### config.mk
export PLATFORM = sky130hd
export DESIGN_NAME = ttl_74161_chain
export DESIGN_NICKNAME = d
export VERILOG_FILES = /design/src/rtl/ttl_74161_chain.sv
export SDC_FILE = /design/constraint.sdc
export NUM_CORES = 1
export LEC_CHECK = 0
export CORE_AREA = 2 2 39 41
export DETAILED_ROUTE_END_ITERATION = 12
export DIE_AREA = 0 0 41 43
export GPL_TIMING_DRIVEN = 0
export HOLD_SLACK_MARGIN = 0.08
export MAX_ROUTING_LAYER = met4
export PLACE_DENSITY_LB_ADDON = 0.2
export SYNTH_ARGS = -nofsm -noshare
export SYNTH_HDL_FRONTEND = slang
export SYNTH_SLANG_ARGS = --single-unit
### constraint.sdc
create_clock -name clk -period 2.1 [get_ports clk]
set_clock_uncertainty 0.2 [all_clocks]
set_input_delay 0.42 -clock clk [delete_from_list [all_inputs] [get_ports clk]]
set_output_delay 0.42 -clock clk [all_outputs]
set_load 0.05 [all_outputs]
### src/rtl/ttl_74161_chain.sv
// Cascaded 4-bit synchronous binary counter built from 74161-style stages.
// Stages are joined RCO->ENT and share one parallel load, so the chain
// behaves as a single W-bit counter while keeping per-device pin semantics.

// One 74161 device: 4-bit counter with sync load, ENP/ENT enables, async clear.
module ttl_74161_stage (
  input  logic       clk,
  input  logic       rst_n,
  input  logic       load_n,
  input  logic       enp,
  input  logic       ent,
  input  logic [3:0] d,
  output logic [3:0] q,
  output logic       rco
);

  // Nibble register: clear wins, then load, then count when both enables are high.
  always_ff @(posedge clk or negedge rst_n) begin
    if (!rst_n) begin
      q <= 4'h0;
    end else if (!load_n) begin
      q <= d;
    end else if (enp && ent) begin
      q <= q + 4'h1;
    end
  end

  // Ripple carry depends only on ENT and terminal count, never on ENP or load.
  always_comb begin
    rco = ent && (q == 4'hF);
  end

endmodule

// Top-level chain: stage 0 takes the external ENT, every higher stage takes
// the RCO of the stage below it.
module ttl_74161_chain #(
  parameter int STAGES = 2
) (
  input  logic                  clk,
  input  logic                  rst_n,
  input  logic                  load_n,
  input  logic                  enp,
  input  logic                  ent,
  input  logic [4*STAGES-1:0]   d,
  output logic [4*STAGES-1:0]   q,
  output logic [STAGES-1:0]     rco_stage,
  output logic                  rco
);

  logic [STAGES-1:0] ent_chain;

  // Build each stage's ENT from the carry of the stage below.
  always_comb begin
    ent_chain[0] = ent;
    for (int i = 1; i < STAGES; i++) begin
      ent_chain[i] = rco_stage[i-1];
    end
  end

  for (genvar g = 0; g < STAGES; g++) begin : g_stage
    ttl_74161_stage u_stage (
      .clk    (clk),
      .rst_n  (rst_n),
      .load_n (load_n),
      .enp    (enp),
      .ent    (ent_chain[g]),
      .d      (d[4*g +: 4]),
      .q      (q[4*g +: 4]),
      .rco    (rco_stage[g])
    );
  end

  // Chain carry out is simply the top stage's carry.
  always_comb begin
    rco = rco_stage[STAGES-1];
  end

endmodule
==> load_flow_metrics.sql <==
INSERT INTO impl_metrics (metric_group, metric, value, unit) VALUES
('synth', 'syn_nets', '67', ''),
('timing', 'clock.fmax', '457.2', 'MHz'),
('clocking', 'tritoncts', 'yes', ''),
('global_route', 'groute.usage.overall', '16.98', '%'),
('drt', 'via_per_inst', '5.135', ''),
('timing', 'timing.final.setup_violations', '2', ''),
('cells_and_area', 'syn2layout_area_growth', '66.67', '%'),
('timing', 'slew_violations', '0', ''),
('synth', 'netlist-cell-type-count', '21', ''),
('critical_path', 'critPathLaunchType', 'register', ''),
('timing', 'timing.final.hold_violations', '0', ''),
('drt', 'drc', '0', ''),
('cells_and_area', 'num-nets-final', '96', ''),
('global_route', 'globalRouteMet2Util', '25.94', '%'),
('global_route', 'grt.met1_usage', '21.40', '%'),
('global_route', 'grt_pass1_wl', '2014', 'um'),
('drt', 'detail_route.iter0.violations', '5', ''),
('synth', 'syn-mean-instance-area', '9.095', 'sq um'),
('min_path', 'min_path_type', 'primary input to async pin', ''),
('cells_and_area', 'diodes', '0', ''),
('placement', 'hpwl', '910.4', 'um'),
('clocking', 'clockRootBuffer', 'sky130_fd_sc_hd__clkbuf_4', ''),
('synth', 'ys_seq_elements', '8', ''),
('die', 'initial_util', '34.18', '%'),
('critical_path', 'worst-endpoint-arrival', '1.57', 'ns'),
('clocking', 'cts-buffers-inserted', '3', ''),
('synth', 'post_synth_main_area_contributors', 'sky130_fd_sc_hd__dfrtp_1, sky130_fd_sc_hd__a31oi_1, sky130_fd_sc_hd__nor2_1', ''),
('drt', 'routed_wl_per_cell', '12.69', 'um'),
('synth', 'synth_top_cell_by_area', 'sky130_fd_sc_hd__dfrtp_1', ''),
('synth', 'synth.top_cell.area_share', '42.33', '%'),
('clocking', 'holdBufCountCts', '0', ''),
('clocking', 'clock_tree.htree_level_count', '1', ''),
('timing', 'worst-slew-pin-transition', '0.5041', 'ns'),
('cells_and_area', 'final_core_utilization', '56.96', '%'),
('drt', 'drt-total-wl', '1218', 'um'),
('timing', 'rsz0062_at_grt', 'true', ''),
('timing', 'share_of_the_cycle_needed_by_the_critical_path_after_routing', '104.2', '%'),
('cells_and_area', 'layout.area.seq', '205.2', 'sq um'),
('pwr', 'pwr_total', '0.0005128', 'W'),
('global_route', 'grt_start_max_net_pins', '11', ''),
('cells_and_area', 'largest_registers', 'g_stage.u_stage.q: 8 flops', ''),
('cells_and_area', 'regMostFlops', 'g_stage.u_stage.q', ''),
('die', 'pin_count', '24', ''),
('critical_path', 'worstSetupEndpointType', 'output pin', ''),
('clocking', 'ctsLongestPathBuffers', '2', ''),
('global_route', 'fraction_of_met3_tracks_used_by_global_routing', '3.665', '%'),
('run_status', 'run_status', 'finished, violations left', ''),
('timing', 'max_slew_margin', '66.34', '%'),
('critical_path', 'peak_fanout_along_the_critical_path', '4', ''),
('timing', 'setup_slack', '-0.08719', 'ns'),
('pwr', 'total_leakage_power', '0.3330', 'nW'),
('drt', 'antenna_violating_nets_remaining', '0', ''),
('timing', 'finalWorstPathRequiredPeriod', '2.187', 'ns'),
('critical_path', 'worstPathRequired', '1.48', 'ns'),
('synth', 'synth.yosys.seq_area_share', '42.33', '%'),
('drt', 'dr_total_vias', '493', ''),
('global_route', 'initial_antenna_violation_count', '0', ''),
('placement', 'io_buffer_count', '22', ''),
('synth', 'postSynthCellCount', '52', ''),
('die', 'die_height', '43', 'um'),
('placement', 'post-place-ws', '-0.7709', 'ns'),
('cells_and_area', 'largest_reg_flops', '8', ''),
('global_route', 'first_global_vias', '473', ''),
('clocking', 'clkLatencyLatePin', '0.25', 'ns'),
('run_status', 'failed_checks', 'negative setup slack', ''),
('pwr', 'power_density', '650.5', 'nW/um^2'),
('flow_run', 'cap_viol_max_count', '0', ''),
('die', 'die_area', '1763', 'sq um'),
('placement', 'gp_congestion', '0.6986', ''),
('critical_path', 'r2r_depth', '4', ''),
('pwr', 'vdd_ir_drop_max', '0.0003320', 'V');
area by class of cell:
type,instances,share of cell area (%)
tap,16,2.540
multi-input combinational,40,34.44
clock buffer,4,3.333
sequential,8,26.03
buffer,4,3.810
timing repair buffer,24,29.84
worst max-delay path, stage by stage, from the launching register on:
cell                      delay, ns
sky130_fd_sc_hd__dfrtp_2       0.43
sky130_fd_sc_hd__ha_4          0.17
sky130_fd_sc_hd__and3_4        0.14
sky130_fd_sc_hd__and2_4        0.13
sky130_fd_sc_hd__and4_4        0.18
sky130_fd_sc_hd__buf_8         0.11
sky130_fd_sc_hd__buf_8         0.14
layer usage:
| metal | wire (um) | vias up |
|---|---|---|
| met3 | 81 | 0 |
| met2 | 626 | 14 |
| li1 | - | 246 |
| met1 | 510 | 233 |
| met5 | 0 | - |
| met4 | 0 | 0 |
cells by family after synthesis:
| group | after synthesis | share of synthesized area (%) |
|---|---|---|
| simple gates | 22 | 26.19 |
| xor+xnor | 2 | 3.704 |
| fa+ha+maj | 2 | 5.290 |
| flops | 8 | 42.33 |
| buf+inv | 4 | 4.762 |
| compound gates | 13 | 15.61 |
| mux | 1 | 2.116 |
synth_stat cells (all sizes together):
cell type and instances:
dfrtp 8, and4 1, nand2 1, a21oi 3, o21ai 4, buf 2, and2 1, nor2 8
nand3 5, xor2 2, and3 1, clkbuf 2, ha 2, or3 3, or4 1, a31oi 5
mux2i 1, o31ai 1, nand4 1
report_power, final:
group          switching [W]  internal (W)  leakage [nW]  total (W)
sequential         0.0000220      0.000173        0.0859   0.000195
clock              0.0000555     0.0000729        0.0150   0.000128
combinational       0.000114     0.0000762         0.232   0.000190
through the flow:
stage	TNS [ns]	instance area (sq um)	hold WS, ns	std cells
floorplan	-0.05164	506.7	-0.07559	52
global placement	-2.034	747.0	0.3937	90
detailed placement	-2.015	747.0	0.4014	90
CTS	-0.1650	763.2	0.2618	94
global route	-0.2276	788.3	0.2652	96
finish	-0.1367	788.3	0.2471	96
repair_timing:
item | 4_1_cts | 5_1_grt
setup endpoints to repair | 8 | 6
pin swaps | 0 | 1
buffers inserted | 0 | 2
resized for setup | 25 | 5
hold endpoints to repair | 0 | 0
path summary, 6_finish.rpt:
kind | from | to | slack (ns)
min in group clk | load_n | g_stage[0].u_stage.q[2]$_DFFE_PN0P_ | 0.34
max reg2reg | g_stage[0].u_stage.q[1]$_DFFE_PN0P_ | g_stage[1].u_stage.q[3]$_DFFE_PN0P_ | 0.43
max | g_stage[0].u_stage.q[1]$_DFFE_PN0P_ | rco_stage[1] | -0.09
min | rst_n | g_stage[0].u_stage.q[1]$_DFFE_PN0P_ | 0.25
min reg2reg | g_stage[1].u_stage.q[3]$_DFFE_PN0P_ | g_stage[1].u_stage.q[3]$_DFFE_PN0P_ | 0.40
max in group asynchronous | rst_n | g_stage[0].u_stage.q[0]$_DFFE_PN0P_ | 1.15
(Power assumes the default switching activity.)
